[src/rtl/vip_pkg.sv]
`default_nettype none
// ============================================================================
// Module      : vip_pkg
// Description : Shared definitions for the video-in-pipeline blocks: burst
//               writer FSM state encoding and a bit-width helper.
// Revision    : 1.0 - initial release
// ============================================================================
package vip_pkg;

  // Burst writer FSM states
  typedef enum logic [1:0] {
    S_IDLE = 2'd0,
    S_REQ  = 2'd1,
    S_DATA = 2'd2
  } state_t;

  // Number of bits needed to hold the value itself (minimum 1)
  function automatic int clogb2(input int value);
    int v;
    int n;
    v = value;
    n = 0;
    while (v > 0) begin
      n = n + 1;
      v = v >> 1;
    end
    if (n == 0) n = 1;
    return n;
  endfunction

endpackage
`default_nettype wire

[src/rtl/vip_burst_writer.sv]
`default_nettype none
// ============================================================================
// Module      : vip_burst_writer
// Description : Drains a show-ahead FIFO into fixed-length memory write
//               bursts. Requests the port once a full burst is buffered,
//               streams one burst per grant, walks the frame address and
//               pulses frame_done when the frame wraps.
// Revision    : 1.0 - initial release
// ============================================================================
module vip_burst_writer
  import vip_pkg::*;
#(
  parameter int C_DATA_WIDTH  = 16,
  parameter int C_CNT_WIDTH   = 5,
  parameter int C_BURST_LEN   = 8,
  parameter int C_ADDR_WIDTH  = 21,
  parameter int C_BASE_ADDR   = 0,
  parameter int C_FRAME_WORDS = 1024
) (
  input  logic                    clk,
  input  logic                    rst,
  input  logic                    frame_start,
  input  logic [C_DATA_WIDTH-1:0] fifo_dout,
  input  logic                    fifo_empty,
  input  logic [C_CNT_WIDTH-1:0]  fifo_count,
  output logic                    fifo_rd_en,
  output logic                    burst_req,
  input  logic                    burst_ack,
  output logic [C_ADDR_WIDTH-1:0] burst_addr,
  output logic [C_DATA_WIDTH-1:0] wr_data,
  output logic                    wr_valid,
  input  logic                    wr_ready,
  output logic                    busy,
  output logic                    frame_done
);

  localparam int c_beat_w  = clogb2(C_BURST_LEN - 1);
  localparam int c_frame_w = clogb2(C_FRAME_WORDS);

  localparam logic [C_CNT_WIDTH-1:0]  c_thresh      = C_CNT_WIDTH'(C_BURST_LEN);
  localparam logic [c_beat_w-1:0]     c_last_beat   = c_beat_w'(C_BURST_LEN - 1);
  localparam logic [C_ADDR_WIDTH-1:0] c_base        = C_ADDR_WIDTH'(C_BASE_ADDR);
  localparam logic [C_ADDR_WIDTH-1:0] c_addr_inc    = C_ADDR_WIDTH'(C_BURST_LEN);
  localparam logic [c_frame_w-1:0]    c_frame_inc   = c_frame_w'(C_BURST_LEN);
  localparam logic [c_frame_w-1:0]    c_frame_words = c_frame_w'(C_FRAME_WORDS);

  state_t                    r_state;
  logic                      r_burst_req;
  logic [C_ADDR_WIDTH-1:0]   r_addr;
  logic [c_beat_w-1:0]       r_beat;
  logic [c_frame_w-1:0]      r_frame_cnt;
  logic                      r_pending;
  logic                      r_frame_done;

  logic                      w_wr_valid;
  logic                      w_accept;
  logic                      w_last_beat;
  logic [c_frame_w-1:0]      w_frame_next;
  logic                      w_frame_wrap;
  logic                      w_restart;

  // Data path is a straight pass-through of the FIFO head; a word moves when
  // the FIFO has one and the controller takes it.
  assign w_wr_valid   = (r_state == S_DATA) & ~fifo_empty;
  assign w_accept     = w_wr_valid & wr_ready;
  assign w_last_beat  = w_accept & (r_beat == c_last_beat);
  assign w_frame_next = r_frame_cnt + c_frame_inc;
  assign w_frame_wrap = (w_frame_next == c_frame_words);
  // A restart requested during the burst, or on its final edge, wins over
  // the normal address increment.
  assign w_restart    = r_pending | frame_start;

  assign wr_data    = fifo_dout;
  assign wr_valid   = w_wr_valid;
  assign fifo_rd_en = w_accept;
  assign burst_req  = r_burst_req;
  assign burst_addr = r_addr;
  assign busy       = (r_state != S_IDLE);
  assign frame_done = r_frame_done;

  // Burst FSM with frame address / word tracking and the registered request.
  always_ff @(posedge clk) begin
    if (rst) begin
      r_state      <= S_IDLE;
      r_burst_req  <= 1'b0;
      r_addr       <= c_base;
      r_beat       <= '0;
      r_frame_cnt  <= '0;
      r_pending    <= 1'b0;
      r_frame_done <= 1'b0;
    end else begin
      r_frame_done <= 1'b0;
      case (r_state)
        S_IDLE: begin
          if (frame_start) begin
            r_addr      <= c_base;
            r_frame_cnt <= '0;
          end
          if (fifo_count >= c_thresh) begin
            r_state     <= S_REQ;
            r_burst_req <= 1'b1;
          end
        end
        S_REQ: begin
          if (frame_start) r_pending <= 1'b1;
          // Request is held regardless of FIFO level until granted
          if (burst_ack) begin
            r_state     <= S_DATA;
            r_burst_req <= 1'b0;
          end
        end
        S_DATA: begin
          if (w_accept) r_beat <= r_beat + c_beat_w'(1);
          if (w_last_beat) begin
            r_state   <= S_IDLE;
            r_beat    <= '0;
            r_pending <= 1'b0;
            if (w_frame_wrap) r_frame_done <= 1'b1;
            if (w_restart || w_frame_wrap) begin
              r_addr      <= c_base;
              r_frame_cnt <= '0;
            end else begin
              r_addr      <= r_addr + c_addr_inc;
              r_frame_cnt <= w_frame_next;
            end
          end else if (frame_start) begin
            r_pending <= 1'b1;
          end
        end
        default: begin
          r_state     <= S_IDLE;
          r_burst_req <= 1'b0;
        end
      endcase
    end
  end

endmodule
`default_nettype wire

[config.mk]
export PLATFORM = sky130hd
export DESIGN_NAME = vip_burst_writer
export DESIGN_NICKNAME = d
export VERILOG_FILES = /design/src/rtl/vip_pkg.sv /design/src/rtl/vip_burst_writer.sv
export SDC_FILE = /design/constraint.sdc
export NUM_CORES = 1
export LEC_CHECK = 0
export ABC_AREA = 1
export BUFFER_PORTS_ARGS = -buffer_cell sky130_fd_sc_hd__clkbuf_2
export CORE_MARGIN = 4
export CORE_UTILIZATION = 52
export CTS_BUF_LIST = sky130_fd_sc_hd__clkbuf_8
export CTS_CLUSTER_DIAMETER = 60
export DETAILED_ROUTE_END_ITERATION = 6
export GPL_TIMING_DRIVEN = 0
export PLACE_DENSITY = 0.86
export SYNTH_ARGS = -nofsm -noshare
export SYNTH_HDL_FRONTEND = slang
export SYNTH_SLANG_ARGS = --single-unit
[constraint.sdc]
create_clock -name clk -period 2.39 [get_ports clk]
set_input_delay 0.239 -clock clk [delete_from_list [all_inputs] [get_ports clk]]
set_output_delay 0.239 -clock clk [all_outputs]
set_load 0.02 [all_outputs]
==> results.cfg <==
[synth]
syn_area_mm2 = 0.00199
syn_avg_cell_area_um2 = 7.25
synth_top_area_share_pct = 34.1
synth.yosys.seq_area_share_pct = 34.1
synth_seq_cells = 34
synth_cells = 275
synthTopCellsByArea = dfxtp_1 34%, nand2_1 8.8%, buf_4 7.2%
synth_area_leader_cell = dfxtp_1
yosysWarnings = 0
synth.distinct_cells = 34

[layout]
utilization_pct = 65.0
final_cells = 379
antenna_cells = 0
design_area_mm2 = 0.00240
syn2layout_area_growth_pct = 20.3
nets = 365
drive_gt1_share_pct = 29.9

[worst_setup_path]
crit_family = buffers and inverters
cp-end-kind = flip-flop
cp.buffers_inverters = 3
critical_path_peak_fanout = 10
path_class = flip-flop to flip-flop
crit_path_start_kind = flip-flop
regToRegStartpoint = r_state[0]$_SDFFE_PP0P_
r2r-end = r_frame_cnt[5]$_SDFFE_PP0P_
max_stage_delay_ns = 0.37
critPathArrivalTime_ns = 2.13
cp.required_ns = 2.61
r2r_cells = 10
r2r_setup_slack_ns = 0.48
cp.depth = 10
crit_slowest_cell = clkbuf_1
path_cells = inv_1 -> ha_1 -> inv_2 -> nor2_4 -> nand3_2 -> nand2_2 -> nand2_4 -> clkbuf_1 -> nand2_1 -> a21oi_1

[clocking]
cts-resized-gates = 0
cts_tree = yes
numCtsBuffers = 5
cts_setup_buffers = 0
ctsLongestPathBuffers = 2
worst_skew_pair.late_latency_ns = 0.29
h-tree-depth = 2
clk_pin_slew_ns = 0.07
hold_buffers = 0
cts-root-buf = clkbuf_8
cts_num_sinks = 34

[status]
status = finished clean

[global_routing]
grt_overflow = 0
grt_usage_pct = 18.5
grt_max_degree = 11
grt_pass1_wl_um = 7420
grt_pass1_vias = 1754
antenna_found_initial = 0

[hold_path]
hp-start = rst
hold_class = primary input to flip-flop
whs_path_depth = 2
whs_endpoint = frame_done$_SDFF_PP0_

[routing]
met2WireLength_um = 2140
drtIter0Drc = 125
first_pass_iters = 4
drt_wl_total_um = 4340
num_vias = 1913
vias_per_cell = 5.05
wl_per_cell_um = 11.4
wl_met1_um = 1760
drc = 0
antenna_left = 0
routed.top_layer = met4
wl_met3_um = 360

[placement]
preCtsSetupSlack_ns = 0.501
io_buffers = 46
dp_cells = 371
place.gp.congestion = 0.834
placed_area_mm2 = 0.00229
place_hpwl_um = 3290

[power_and_ir_drop]
power_leakage_nw = 1.07
power.total_mw = 1.79
powerDensity_mw_per_mm2 = 746
peakVddDrop_mv = 0.583

[die]
die_y_um = 69.9
fp.dieArea_mm2 = 0.00489
die-width_um = 69.9
num_rows = 22
initial_core_util_pct = 54.1
io_pins = 69
core_area_mm2 = 0.00369

[sta]
max_freq_ghz = 0.524
hold_viol_final = 0
grt_setup_unrepaired = false
slew_viol_final = 0
tightest_slew_ns = 0.678
fin_setup_tns_ns = 0
finalHoldWorstSlack_ns = 0.179
finalSetupViolCount = 0
maxSlewHeadroom_pct = 54.6
min_period_over_period_pct = 79.9
finalClockSkew_ns = 0.00545
fin_crit_ns = 1.91
final.setup.worst_slack_ns = 0.481

[flow_run]
drv_cap = 0
[where the power goes]
group | switching [mW] | internal [mW] | leakage [nW]
registers | 0.0245 | 0.604 | 0.275
logic | 0.452 | 0.195 | 0.737
clock network | 0.211 | 0.303 | 0.0607
[registers in the layout (all words and copies together) (netlist names)]
register     flops
frame_done       1
r_beat           3
r_pending        1
r_state          2
burst_req        1
r_frame_cnt      8
burst_addr      18
[layout by cell type (no fill, tap or decap), drive strengths merged]
cell type  instances
ha                 8
nor3b              1
nand2             53
xor2               4
o211a              1
nand4             14
clkinv             1
bufinv             1
o21ai             17
clkbuf            53
buf               21
xnor2              2
nand3b             1
nor3               4
nor4               2
a221oi             1
nand3             13
dfxtp             34
a21oi             16
conb               3
or2                1
inv               36
nor2              40
o22ai              2
o21bai             1
o31ai              1
[cell families after synthesis]
family | share of synthesized area, %
AND/OR/NAND/NOR | 32.2
buffers and inverters | 15.2
AO/OA/AOI/OAI | 10.6
flip-flops | 34.1
adder cells (fa/ha/maj) | 5.02
XOR/XNOR | 2.63
other | 0.188
[Yosys cell counts (all sizes together)]
master	instances
o31ai	1
or2	1
nor3	4
nand2	53
o21ai	17
nand3	13
clkinv	1
nor4	2
buf	21
o22ai	2
ha	8
o211a	1
nor3b	1
clkbuf	2
nand3b	1
a221oi	1
xnor2	2
a21oi	16
conb	1
inv	34
o21bai	1
nor2	40
xor2	4
dfxtp	34
nand4	14
[metal layers]
metal / up-vias / GRT usage [%]
met5: - / 0
met4: 0 / 7.87
met3: 8 / 6.62
met2: 65 / 30.4
met1: 857 / 21.8
li1: 983 / -
[area by class of cell]
class / count / area [µm²]
flip-flops and latches: 34 / 681
clock inverters: 3 / 37.5
multi-input cells: 185 / 1020
fillers: 342 / 1290
plain buffers: 23 / 166
repair buffers: 46 / 230
inverters: 35 / 136
well taps: 48 / 60.1
clock buffers: 5 / 68.8
[how the worst max path moves through the flow]
stage                                        from                           to  slack, ns
after floorplan           r_state[0]$_SDFFE_PP0P_  burst_addr[17]$_SDFFE_PP0P_       0.60
after global placement    r_state[0]$_SDFFE_PP0P_  burst_addr[17]$_SDFFE_PP0P_       0.52
after detailed placement  r_state[0]$_SDFFE_PP0P_  r_frame_cnt[5]$_SDFFE_PP0P_       0.50
after CTS                 r_state[0]$_SDFFE_PP0P_  r_frame_cnt[3]$_SDFFE_PP0P_       0.48
after global routing      r_state[0]$_SDFFE_PP0P_  r_frame_cnt[3]$_SDFFE_PP0P_       0.27
final                     r_state[0]$_SDFFE_PP0P_  r_frame_cnt[5]$_SDFFE_PP0P_       0.48
Power figures use the tool's default switching activity.
